==> config.mk <==
export PLATFORM = sky130hd
export DESIGN_NAME = four_bit_adder
export DESIGN_NICKNAME = d
export VERILOG_FILES = /design/src/rtl/four_bit_adder.sv
export SDC_FILE = /design/constraint.sdc
export NUM_CORES = 1
export LEC_CHECK = 0
export ABC_AREA = 1
export CAP_MARGIN = 10
export CORE_AREA = 5 5 42 44
export CTS_CLUSTER_DIAMETER = 40
export DETAILED_ROUTE_END_ITERATION = 8
export DIE_AREA = 0 0 47 49
export GPL_ROUTABILITY_DRIVEN = 1
export GPL_TIMING_DRIVEN = 1
export SLEW_MARGIN = 20
export SYNTH_ARGS = -nofsm -noshare
export SYNTH_HDL_FRONTEND = slang
export SYNTH_SLANG_ARGS = --single-unit
export TNS_END_PERCENT = 20
==> constraint.sdc <==
create_clock -name clk -period 0.8 [get_ports clk]
set_input_delay 0.24 -clock clk [delete_from_list [all_inputs] [get_ports clk]]
set_output_delay 0.24 -clock clk [all_outputs]
set_load 0.02 [all_outputs]
==> src/rtl/four_bit_adder.sv <==
// four_bit_adder: registered unsigned adder, s = a + b + cin with one-cycle latency
// Ports: clk, rst (async, active-high), a/b operands, cin carry-in, in_valid qualifier;
//        s (WIDTH+1 bits, MSB is carry-out), out_valid, ovf (signed overflow of low WIDTH bits).
// Build option: define FOUR_BIT_ADDER_LOOKAHEAD_EN for 4-bit carry-lookahead blocks
//               rippling between blocks; the default build uses a plain ripple chain.
module four_bit_adder #(
  parameter int WIDTH = 4
) (
  input  logic             clk,
  input  logic             rst,
  input  logic [WIDTH-1:0] a,
  input  logic [WIDTH-1:0] b,
  input  logic             cin,
  input  logic             in_valid,
  output logic [WIDTH:0]   s,
  output logic             out_valid,
  output logic             ovf
);
  logic [WIDTH:0]   c;
  logic [WIDTH-1:0] g, p, sum;
  assign g = a & b;
  assign p = a ^ b;
`ifdef FOUR_BIT_ADDER_LOOKAHEAD_EN
  logic gp, pp;
  // Each carry is formed directly from the carry entering its 4-bit block,
  // so blocks only ripple at their boundaries.
  always_comb begin
    c = '0;
    gp = 1'b0;
    pp = 1'b0;
    c[0] = cin;
    for (int i = 0; i < WIDTH; i++) begin
      gp = g[i];
      pp = p[i];
      for (int k = i - 1; k >= (i / 4) * 4; k--) begin
        gp = gp | (pp & g[k]);
        pp = pp & p[k];
      end
      c[i+1] = gp | (pp & c[(i/4)*4]);
    end
  end
`else
  always_comb begin
    c = '0;
    c[0] = cin;
    for (int i = 0; i < WIDTH; i++)
      c[i+1] = g[i] | (c[i] & p[i]);
  end
`endif
  assign sum = p ^ c[WIDTH-1:0];
  always_ff @(posedge clk or posedge rst)
    if (rst) begin
      s <= '0;
      out_valid <= 1'b0;
      ovf <= 1'b0;
    end else begin
      out_valid <= in_valid;
      if (in_valid) begin
        s <= {c[WIDTH], sum};
        ovf <= c[WIDTH] ^ c[WIDTH-1];
      end
    end
endmodule

==> metrics.md <==
| Metric | Value |
|---|---|
| Unique masters post-synth | `8` |
| Clock root buffer | `clkbuf_4` |
| Initial antenna violation count | `0` |
| Final Hold Vio Count | `0` |
| Most used cell, CP | `fa_2` |
| Post-Route WL | `between 700 and 800 um` |
| PortBufs | `18` |
| Nets | `80` |
| Drt wl/cell | `about 9.9 um` |
| Gr busiest metal | `met2` |
| Grt met2 use | `0.1493` |
| Unrepaired setup endpoints after global routing | `yes` |
| All-layer global routing usage | `0.08773` |
| Top post-synthesis cells by area | `dfrtp_1 48%, fa_1 22%, nand2_1 13%` |
| Post-route clock period utilization | `2.218` |
| Slew margin rel. | `0.8263` |
| Worst Tran Pin Value | `approximately 0.26 ns` |
| Area Growth Syn to Fin | `65.75%` |
| Antenna-violating nets left | `0` |
| Most frequent cells in the layout | `13 x nand2_1, 7 x dfrtp_1` |
| Vias/cell | `about 4.0` |
| Initial DRT Pass Iterations | `2` |
| Vias in the first global route | `347` |
| Final setup viols | `12` |
| Number of filler cells placed in the layout | `152` |
| FMAX | `roughly 0.56 GHz` |
| Post-synth top area share | `0.4795` |
| CTS max path bufs | `2` |
| Max Cap Violations | `0` |
| GR Util met3 | `0.04059` |
| CP arrival | `slightly below 2 ns` |
| Yosys warns | `0` |
| Adder-cell share of the synthesized area | `0.2192` |
| Post-Syn Instances | `38` |
| GR Overflow Total | `0` |
| CTS tree | `yes` |
| GPL Wtd Cong | `approximately 0.63` |
| Area fraction in compound gates after synthesis | `0.05137` |
| Syn Std Cell Area | `365.4 um2` |
| Crit path max fanout | `2` |
| Largest family of logic cells by synthesized area | `adder cells` |
| M1 GR Usage | `0.08467` |
| Chip height | `around 49 um` |
| Largest net degree at the start of global routing | `10` |
| Failing checks | `negative setup slack` |
| Worst-Skew Late Latency | `between 0.2 and 0.25 ns` |
| Via count | `around 320` |
| Startpoint Class | `input pin` |
| Mux contribution to synthesized area | `0` |
| Total core area | `1401 um2` |
| Xor/xnor share of the synthesized area | `0` |
| Sink Count | `7` |
| CTS H-tree depth | `1` |
| Drt drc | `0` |
| Worst hold slack | `approximately 0.22 ns` |
| CP Cell Sequence | `buf_6 -> fa_2 -> inv_2 -> fa_2 -> inv_2 -> fa_2 -> inv_2 -> fa_2 -> o21ai_1` |
| CTS buffer count | `3` |
| CTS clock-pin slew for the worst setup and hold paths | `roughly 0.050 ns` |
| Commonest non-fill, non-tap cell in the layout | `nand2_1` |
| Final Util | `0.4321` |
| CP Capture Type | `register` |
| Yosys top cell by area | `dfrtp_1` |
| Synth Area in Simple Gates | `0.1473` |
| Area occupied by multi-input gates | `approximately 170 um2` |
| Crit-path max cell delay | `about 0.42 ns` |
| Post-synth net total | `between 50 and 60` |
| ANT cells | `0` |
| First-pass GRT wire length | `around 1.4 mm` |
| Die Wd | `about 47 um` |
| Die area | `2303 um2` |
| VDD IR max | `between 0.0008 and 0.0009 V` |
| CP max stage cell | `fa_2` |
| Sequential area share after synthesis | `0.4795` |
| Slew Viols, Final | `0` |
| Setup WS post-layout | `-0.9745 ns` |
| Seq cells post-synth | `7` |
| Crit path required time | `between 0.9 and 1 ns` |
| Leakage | `0.3170 nW` |
| Syn avg cell area | `9.614 um2` |
| Row cnt | `14` |
| Initial core utilization | `0.2607` |
| Clock skew | `0 ns` |
| Crit path kind | `input pin to register` |
| Status | `finished, violations left` |
| Pwr Density | `1826 nW/um2` |
| Layout cells sized above 1 | `0.4286` |
| Register area | `between 150 and 200 um2` |
| Tmin final | `around 1.8 ns` |
| Top Ports | `19` |
| Hold crit path type | `input pin to asynchronous set/reset pin` |
| Detailed Route Iter0 Violations | `3` |
-- cell usage after synthesis, drive strengths merged --
cell   number
fa          4
nand2      13
dfrtp       7
o21ai       3
nand3       1
inv        10
-- final cells by class --
class	instances	area share
clock buffers	4	0.04339
inverters	10	0.06198
multi-input cells	21	0.2748
flip-flops and latches	7	0.2893
well taps	16	0.03306
repair buffers	21	0.2975
-- timing repair --
action                                  CTS  global route
pin swaps                                10             5
gates resized for setup                  50             8
hold buffers                              0             0
buffers inserted                          1             0
endpoints found under the setup margin   13            12
-- power by group --
| group | total (mW) | internal [mW] | switching (mW) |
|---|---|---|---|
| sequential | 0.438 | 0.406 | 0.0323 |
| combinational | 0.362 | 0.179 | 0.182 |
| clock | 0.306 | 0.189 | 0.116 |
-- worst paths after layout --
check | startpoint | cells past startpoint | end | slack [ns]
max reg2reg | s[2]$_DFFE_PP0P_ | 3 | s[2]$_DFFE_PP0P_ | 0.09
min reg2reg | s[0]$_DFFE_PP0P_ | 2 | s[0]$_DFFE_PP0P_ | 0.49
min | rst | 2 | ovf$_DFFE_PP0P_ | 0.22
max in group asynchronous | rst | 2 | s[1]$_DFFE_PP0P_ | 0.37
max | a[0] | 9 | s[3]$_DFFE_PP0P_ | -0.97
min in group clk | cin | 4 | s[0]$_DFFE_PP0P_ | 0.37
-- registers in the layout, summed over array words and instances (netlist names) --
register,cells
out_valid,1
s,5
ovf,1
-- cells by family (layout without fill, tap and decap cells) --
family	after synthesis	in the layout
adders and majority gates	4	4
DFF	7	7
buffers and inverters	10	35
AOI/OAI and AO/OA	3	3
and+or+nand+nor	14	14
-- critical path, delay by kind of cell --
family / cells / cell delay [ns]
buffers and inverters: 4 / 0.26
adders and majority gates: 4 / 1.32
AOI/OAI and AO/OA: 1 / 0.12
-- layer usage --
metal  part of all wire  vias up
li1                   -      159
met3               0.10        2
met4             0.0076        0
met1               0.34      147
met5                  0        -
met2               0.55       11
-- metrics by stage --
| stage | setup WS [ns] | power (mW) | instance area (um2) | std cells | setup TNS [ns] |
|---|---|---|---|---|---|
| floorplan | -1.069 | 0.6051 | 367.9 | 38 | -4.308 |
| global placement | -1.588 | 0.8078 | 583.1 | 74 | -10.17 |
| detailed placement | -1.643 | 0.8159 | 583.1 | 74 | -10.37 |
| CTS | -1.039 | 1.081 | 576.8 | 79 | -5.428 |
| global route | -1.046 | 1.199 | 605.6 | 79 | -5.674 |
| finish | -0.9745 | 1.106 | 605.6 | 79 | -5.104 |
(Power assumes the default switching activity.)
==> RTL change 1 (config.mk and constraints unchanged) <==
Register the output `ovf` once more; this adds one clock of latency there. The other outputs are not delayed to match.
--- a/src/rtl/four_bit_adder.sv
+++ b/src/rtl/four_bit_adder.sv
@@ -16,6 +16,8 @@
   output logic             out_valid,
   output logic             ovf
 );
+
+  logic ovf_s0;
   logic [WIDTH:0]   c;
   logic [WIDTH-1:0] g, p, sum;
   assign g = a & b;
@@ -52,13 +54,17 @@
     if (rst) begin
       s <= '0;
       out_valid <= 1'b0;
-      ovf <= 1'b0;
+      ovf_s0 <= 1'b0;
     end else begin
       out_valid <= in_valid;
       if (in_valid) begin
         s <= {c[WIDTH], sum};
-        ovf <= c[WIDTH] ^ c[WIDTH-1];
+        ovf_s0 <= c[WIDTH] ^ c[WIDTH-1];
       end
     end
+  always_ff @(posedge clk) begin
+    ovf <= ovf_s0;
+  end
+
 endmodule
 
Check against the original RTL: not equivalent (Yosys sat finds a counterexample within 4 cycles, from zero or initial values and one cycle with rst high).
==> RTL change 1 against the original RTL <==
Via count rose by 1.6%; sequential cell count up 1; setup slack gained 37 ps; cell area up 0.62%; combinational power is 8.8% lower; synthesized cell count is 2.6% higher; the flow still finishes with violations (setup timing); sequential share of layout area grew 3.3 points; wire length is 7.1% lower; synthesized area increased by 5.5%; global-route usage decreased by 0.49 points; power is 4.8% higher; hold slack got worse by 21 ps; largest cell class is now sequential cells; clock skew increased by 5.9 ps.
==> RTL change 1: results (changes against the original RTL) <==
STA
  – Hold WS: 199 ps (was 220 ps)
  – Measured slew at the worst slew-check pin: 250 ps (was 260 ps)
  – Total of endpoints with negative setup slack in the final report: 12 (unchanged)
  – Total Negative Setup Slacks: -4900 ps (was -5100 ps)
  – Final critical-path setup slack: -938 ps (was -974 ps)
  – Fin Clk Skew: 5.95 ps (was 0 ps)

Outcome
  – Violated checks: setup timing (unchanged)
  – Result of the run: complete, but fails checks (unchanged)

Global routing
  – Number of global-route vias before repair: 320 (was 347)
  – Global-route wire length before repair: 1270 µm (was 1420 µm)
  – Total global-route track usage: 8.28% (was 8.77%)

Placement
  – Final Wtd Congestion: 0.636 (was 0.628)
  – Pre-CTS WS: -1620 ps (was -1640 ps)
  – Placed cell areas: 596 µm² (was 583 µm²)

Detailed routing
  – Post-detailed-routing wire length: 729 µm (was 785 µm)
  – Routed vias/inst: 4.10 (was 4.04)
  – Detailed Route Iter0 Violations: 2 (was 3)

Finish
  – Total of fill cells in the finished design: 154 (was 152)
  – Finished layout cell area: 609 µm² (was 606 µm²)

Hold path
  – Type of the tightest min-delay check: primary input to async pin (unchanged)

Pwr
  – IR Drop Worst-Case VDD: 0.679 mV (was 0.848 mV)
  – Leak pwr: 0.000317 µW (about the same)

Synth
  – Yosys Warn Count: 0 (unchanged)
  – Sequential area share after synthesis: 50.6% (was 47.9%)
  – Post-Syn Nets: 55 (was 54)
  – Share of flip-flops with an asynchronous set or reset after synthesis: 87.5% (was 100%)
  – Synth top area cells: sky130_fd_sc_hd__dfrtp_1 (45%), sky130_fd_sc_hd__fa_1 (21%), sky130_fd_sc_hd__nand2_1 (13%), sky130_fd_sc_hd__inv_1 (8.8%), sky130_fd_sc_hd__dfxtp_1 (5.2%) (was sky130_fd_sc_hd__dfrtp_1 (48%), sky130_fd_sc_hd__fa_1 (22%), sky130_fd_sc_hd__nand2_1 (13%), sky130_fd_sc_hd__inv_1 (9.2%), sky130_fd_sc_hd__o21ai_1 (2.7%))
  – Count of cell types in the netlist: 9 (was 8)

Worst setup path
  – Internal reg-to-reg setup slack: 180 ps (was 90 ps)
  – Path depth of the worst reg2reg path: 2 (was 3)

Clock network
  – Insertion delay to the later sink of the worst-skew pair: 260 ps (was 240 ps)
  – Gates resized, CTS repair: 53 (was 50)
==> RTL change 1: cells by family after synthesis <==
kind of cell	synth area share (%)
compound gates	4.87
simple gates	14.0
fa+ha+maj	20.8
flops	50.7
buf+inv	9.74
==> RTL change 1: where the power goes <==
part	leakage, µW	switching [µW]	internal, µW	total, µW
Combinational	0.000209	173	157	330
Clock	0.0000150	143	191	334
Sequential	0.0000930	30.3	465	495
Total	0.000317	346	813	1160
==> RTL change 1: metal layers <==
metal	share of wire [%]	GRT usage, %	vias up
li1	-	-	160
met1	38	7.34	148
met2	46	12.2	14
met3	13	4.43	2
met4	3.3	8.29	0
met5	0	0	-
==> RTL change 1: final cells by class <==
cell class                      instances  share of cell area, %
Inverter                               10                   6.16
Clock buffer                            4                   4.31
Multi-Input combinational cell         21                   26.7
Sequential cell                         8                   32.2
Tap cell                               16                   3.29
Timing Repair Buffer                   20                   27.3
==> RTL change 1: critical path, cell delays in order <==
cell	delay, ps
sky130_fd_sc_hd__buf_6	90
sky130_fd_sc_hd__fa_2	370
sky130_fd_sc_hd__inv_2	60
sky130_fd_sc_hd__fa_2	180
sky130_fd_sc_hd__inv_2	40
sky130_fd_sc_hd__fa_2	340
sky130_fd_sc_hd__inv_2	70
sky130_fd_sc_hd__fa_2	420
sky130_fd_sc_hd__o21ai_1	110
==> RTL change 1: worst max-delay path by stage <==
stage	endpoint	depth (start not counted)	from
after floorplan	s[3]	8	a[0]
after global placement	ovf_s0	12	a[0]
after detailed placement	ovf_s0	12	a[0]
after CTS	s[3]	9	a[0]
after global routing	s[3]	9	b[0]
final	s[3]	9	b[0]
==> RTL change 2 (config.mk and constraints unchanged) <==
Without the edit above. Set the parameter `WIDTH` to 6 (it was 4).
--- a/src/rtl/four_bit_adder.sv
+++ b/src/rtl/four_bit_adder.sv
@@ -4,7 +4,7 @@
 // Build option: define FOUR_BIT_ADDER_LOOKAHEAD_EN for 4-bit carry-lookahead blocks
 //               rippling between blocks; the default build uses a plain ripple chain.
 module four_bit_adder #(
-  parameter int WIDTH = 4
+  parameter int WIDTH = 6
 ) (
   input  logic             clk,
   input  logic             rst,
Interface: changed (resized a, b and s); port bits go from 19 to 25. The function was not compared with the original's and may differ.
==> RTL change 2 against the original RTL <==
The run still ends with setup timing left; largest cell class is now multi-input combinational cells; synthesized area increased by 36%; sequential cell count rose by 2; highest routed layer unchanged; critical endpoint is now s[5]; cell area rose by 25%; wire length up 20%; utilization rose by 11 points; critical path type unchanged; setup slack got worse by 730 ps; power grew 23%; synthesized cell count grew 29%.
==> RTL change 2: results (changes against the original RTL) <==
Detailed routing
  – Wire length per cell: 9.95 µm (was 9.94 µm)
  – Number of detailed-route iterations in the first pass: 2 (unchanged)
  – Post-detailed-routing wire length: 945 µm (was 785 µm)
  – Routed vias/inst: 4.24 (was 4.04)

Pwr
  – IR Drop Worst-Case VDD: 0.761 mV (was 0.848 mV)
  – Leak pwr: 0.000389 µW (was 0.000317 µW)

Placement
  – Final Wtd Congestion: 0.683 (was 0.628)
  – Placed instance count: 91 (was 74)
  – Buffers on Ports: 24 (was 18)
  – Dpl hpwl: 779 µm

Worst setup path
  – Arrival time of data at the critical path endpoint: 2680 ps (was 1940 ps)
  – Reg-to-reg critical path endpoint: s[1] (was s[2])
  – Crit path from: cin (was a[0])
  – Startpoint of the lowest-slack register-to-register path: s[1] (was s[2])
  – CP Capture Point: s[5] (was s[3])
  – Path depth of the worst reg2reg path: 3 (unchanged)

STA
  – Total Negative Setup Slacks: -10,150 ps (was -5100 ps)
  – Max-slew headroom at the worst pin: 78.8% (was 82.6%)
  – Final critical-path setup slack: -1700 ps (was -974 ps)
  – Total of endpoints with negative setup slack in the final report: 17 (was 12)

Hold path
  – Type of the tightest min-delay check: primary input to async pin (unchanged)

Outcome
  – Violated checks: setup timing (unchanged)
  – Result of the run: complete, but fails checks (unchanged)

Global routing
  – Global-route wire length before repair: 1540 µm (was 1420 µm)
  – Number of global-route vias before repair: 402 (was 347)
  – Total global-route track usage: 9.51% (was 8.77%)

Synth
  – Arithmetic-cell share of the synthesized area counting full adders, half adders and majority gates: 24.2% (was 21.9%)
  – Synth top cells by count: sky130_fd_sc_hd__nand2_1 (19), sky130_fd_sc_hd__dfrtp_1 (9), sky130_fd_sc_hd__inv_1 (9) (was sky130_fd_sc_hd__nand2_1 (13), sky130_fd_sc_hd__inv_1 (9), sky130_fd_sc_hd__dfrtp_1 (7))
  – Sequential area share after synthesis: 45.3% (was 47.9%)
  – Compound-gate portion of the synthesized area: 5.29% (was 5.14%)
  – Post-Syn Nets: 71 (was 54)
  – Synth top area cells: sky130_fd_sc_hd__dfrtp_1 (45%), sky130_fd_sc_hd__fa_1 (24%), sky130_fd_sc_hd__nand2_1 (14%), sky130_fd_sc_hd__inv_1 (6.8%), sky130_fd_sc_hd__o21ai_2 (5.3%) (was sky130_fd_sc_hd__dfrtp_1 (48%), sky130_fd_sc_hd__fa_1 (22%), sky130_fd_sc_hd__nand2_1 (13%), sky130_fd_sc_hd__inv_1 (9.2%), sky130_fd_sc_hd__o21ai_1 (2.7%))
  – Prevailing post-synth register cell: sky130_fd_sc_hd__dfrtp_1 (unchanged)
  – Cell count after synthesis: 49 (was 38)
  – Count of cell types in the netlist: 8 (unchanged)

Finish
  – Proportion of layout cells with a drive suffix above 1: 39.2% (was 42.9%)
  – Total of fill cells in the finished design: 135 (was 152)
  – Largest registers ranked by flip-flop count: s x7, out_valid x1, ovf x1 (was s x5, out_valid x1, ovf x1)
  – Fin nets: 102 (was 80)
## RTL change 2: cell types whose count changed in the layout (fill, tap and decap cells not counted), moves of 2 or more
cell	change
sky130_fd_sc_hd__dfrtp_1	+2
sky130_fd_sc_hd__nand2_1	+5
sky130_fd_sc_hd__dlygate4sd2_1	-2
sky130_fd_sc_hd__buf_2	+6
sky130_fd_sc_hd__clkdlybuf4s50_1	+6
sky130_fd_sc_hd__buf_6	-4
## RTL change 2: worst min-delay path by stage
stage / start / to / slack, ps / cells after the start
after detailed placement: s[2] / s[2] / 470 / 2
final: rst / out_valid / 240 / 2
after global routing: rst / out_valid / 270 / 2
after floorplan: rst / out_valid / 70 / 1
after global placement: s[0] / s[0] / 450 / 2
after CTS: rst / out_valid / 250 / 2
## RTL change 2: metrics by stage
step / utilization, % / area, µm² / total power, µW / setup slack [ps]
after detailed placement: 55.5 / 778 / 1110 / -2320
after floorplan: - / 507 / 824 / -1780
after global routing: 53.8 / 754 / 1460 / -1780
after global placement: 55.5 / 778 / 1110 / -2310
final: 53.8 / 754 / 1360 / -1700
after CTS: 53.7 / 752 / 1380 / -1720
## RTL change 2: layout make-up
type / count / area share (%)
Sequential cell: 9 / 29.9
Timing Repair Buffer: 27 / 27.5
Tap cell: 16 / 2.65
Multi-Input combinational cell: 29 / 31.5
Clock buffer: 4 / 3.48
Inverter: 10 / 4.98
## RTL change 2: cells by family after synthesis
logic type,count (synthesis)
flops,9
compound gates,3
buf+inv,11
simple gates,20
fa+ha+maj,6
## RTL change 2: what timing repair did
| item | CTS | global route |
|---|---|---|
| setup buffers | 0 | 0 |
| gates cloned | 0 | 0 |
| pin swaps | 13 | 1 |
| gates resized for setup | 52 | 1 |
| endpoints found under the setup margin | 17 | 17 |
## RTL change 2: layer usage
layer  share of wire, %  wire length (µm)  vias to the layer above  GRT usage [%]
li1                   -                 -                      200              -
met1                 41               392                      186           12.9
met2                 46               434                       15           11.8
met3                9.5                90                        2           2.58
met4                3.0                28                        0           8.29
met5                  0                 0                        -              0
## RTL change 2: where the power goes
part	leakage [µW]	internal, µW	switching [µW]	total [µW]
Clock	0.0000150	191	142	334
Combinational	0.000266	217	250	467
Sequential	0.000109	525	34.1	559
Total	0.000389	934	426	1360
## RTL change 2: worst register-to-register path, cell delays in order, from the launching register on
cell and delay [ps]:
sky130_fd_sc_hd__dfrtp_1 370, sky130_fd_sc_hd__buf_4 130, sky130_fd_sc_hd__nand2_1 60, sky130_fd_sc_hd__nand2_1 50
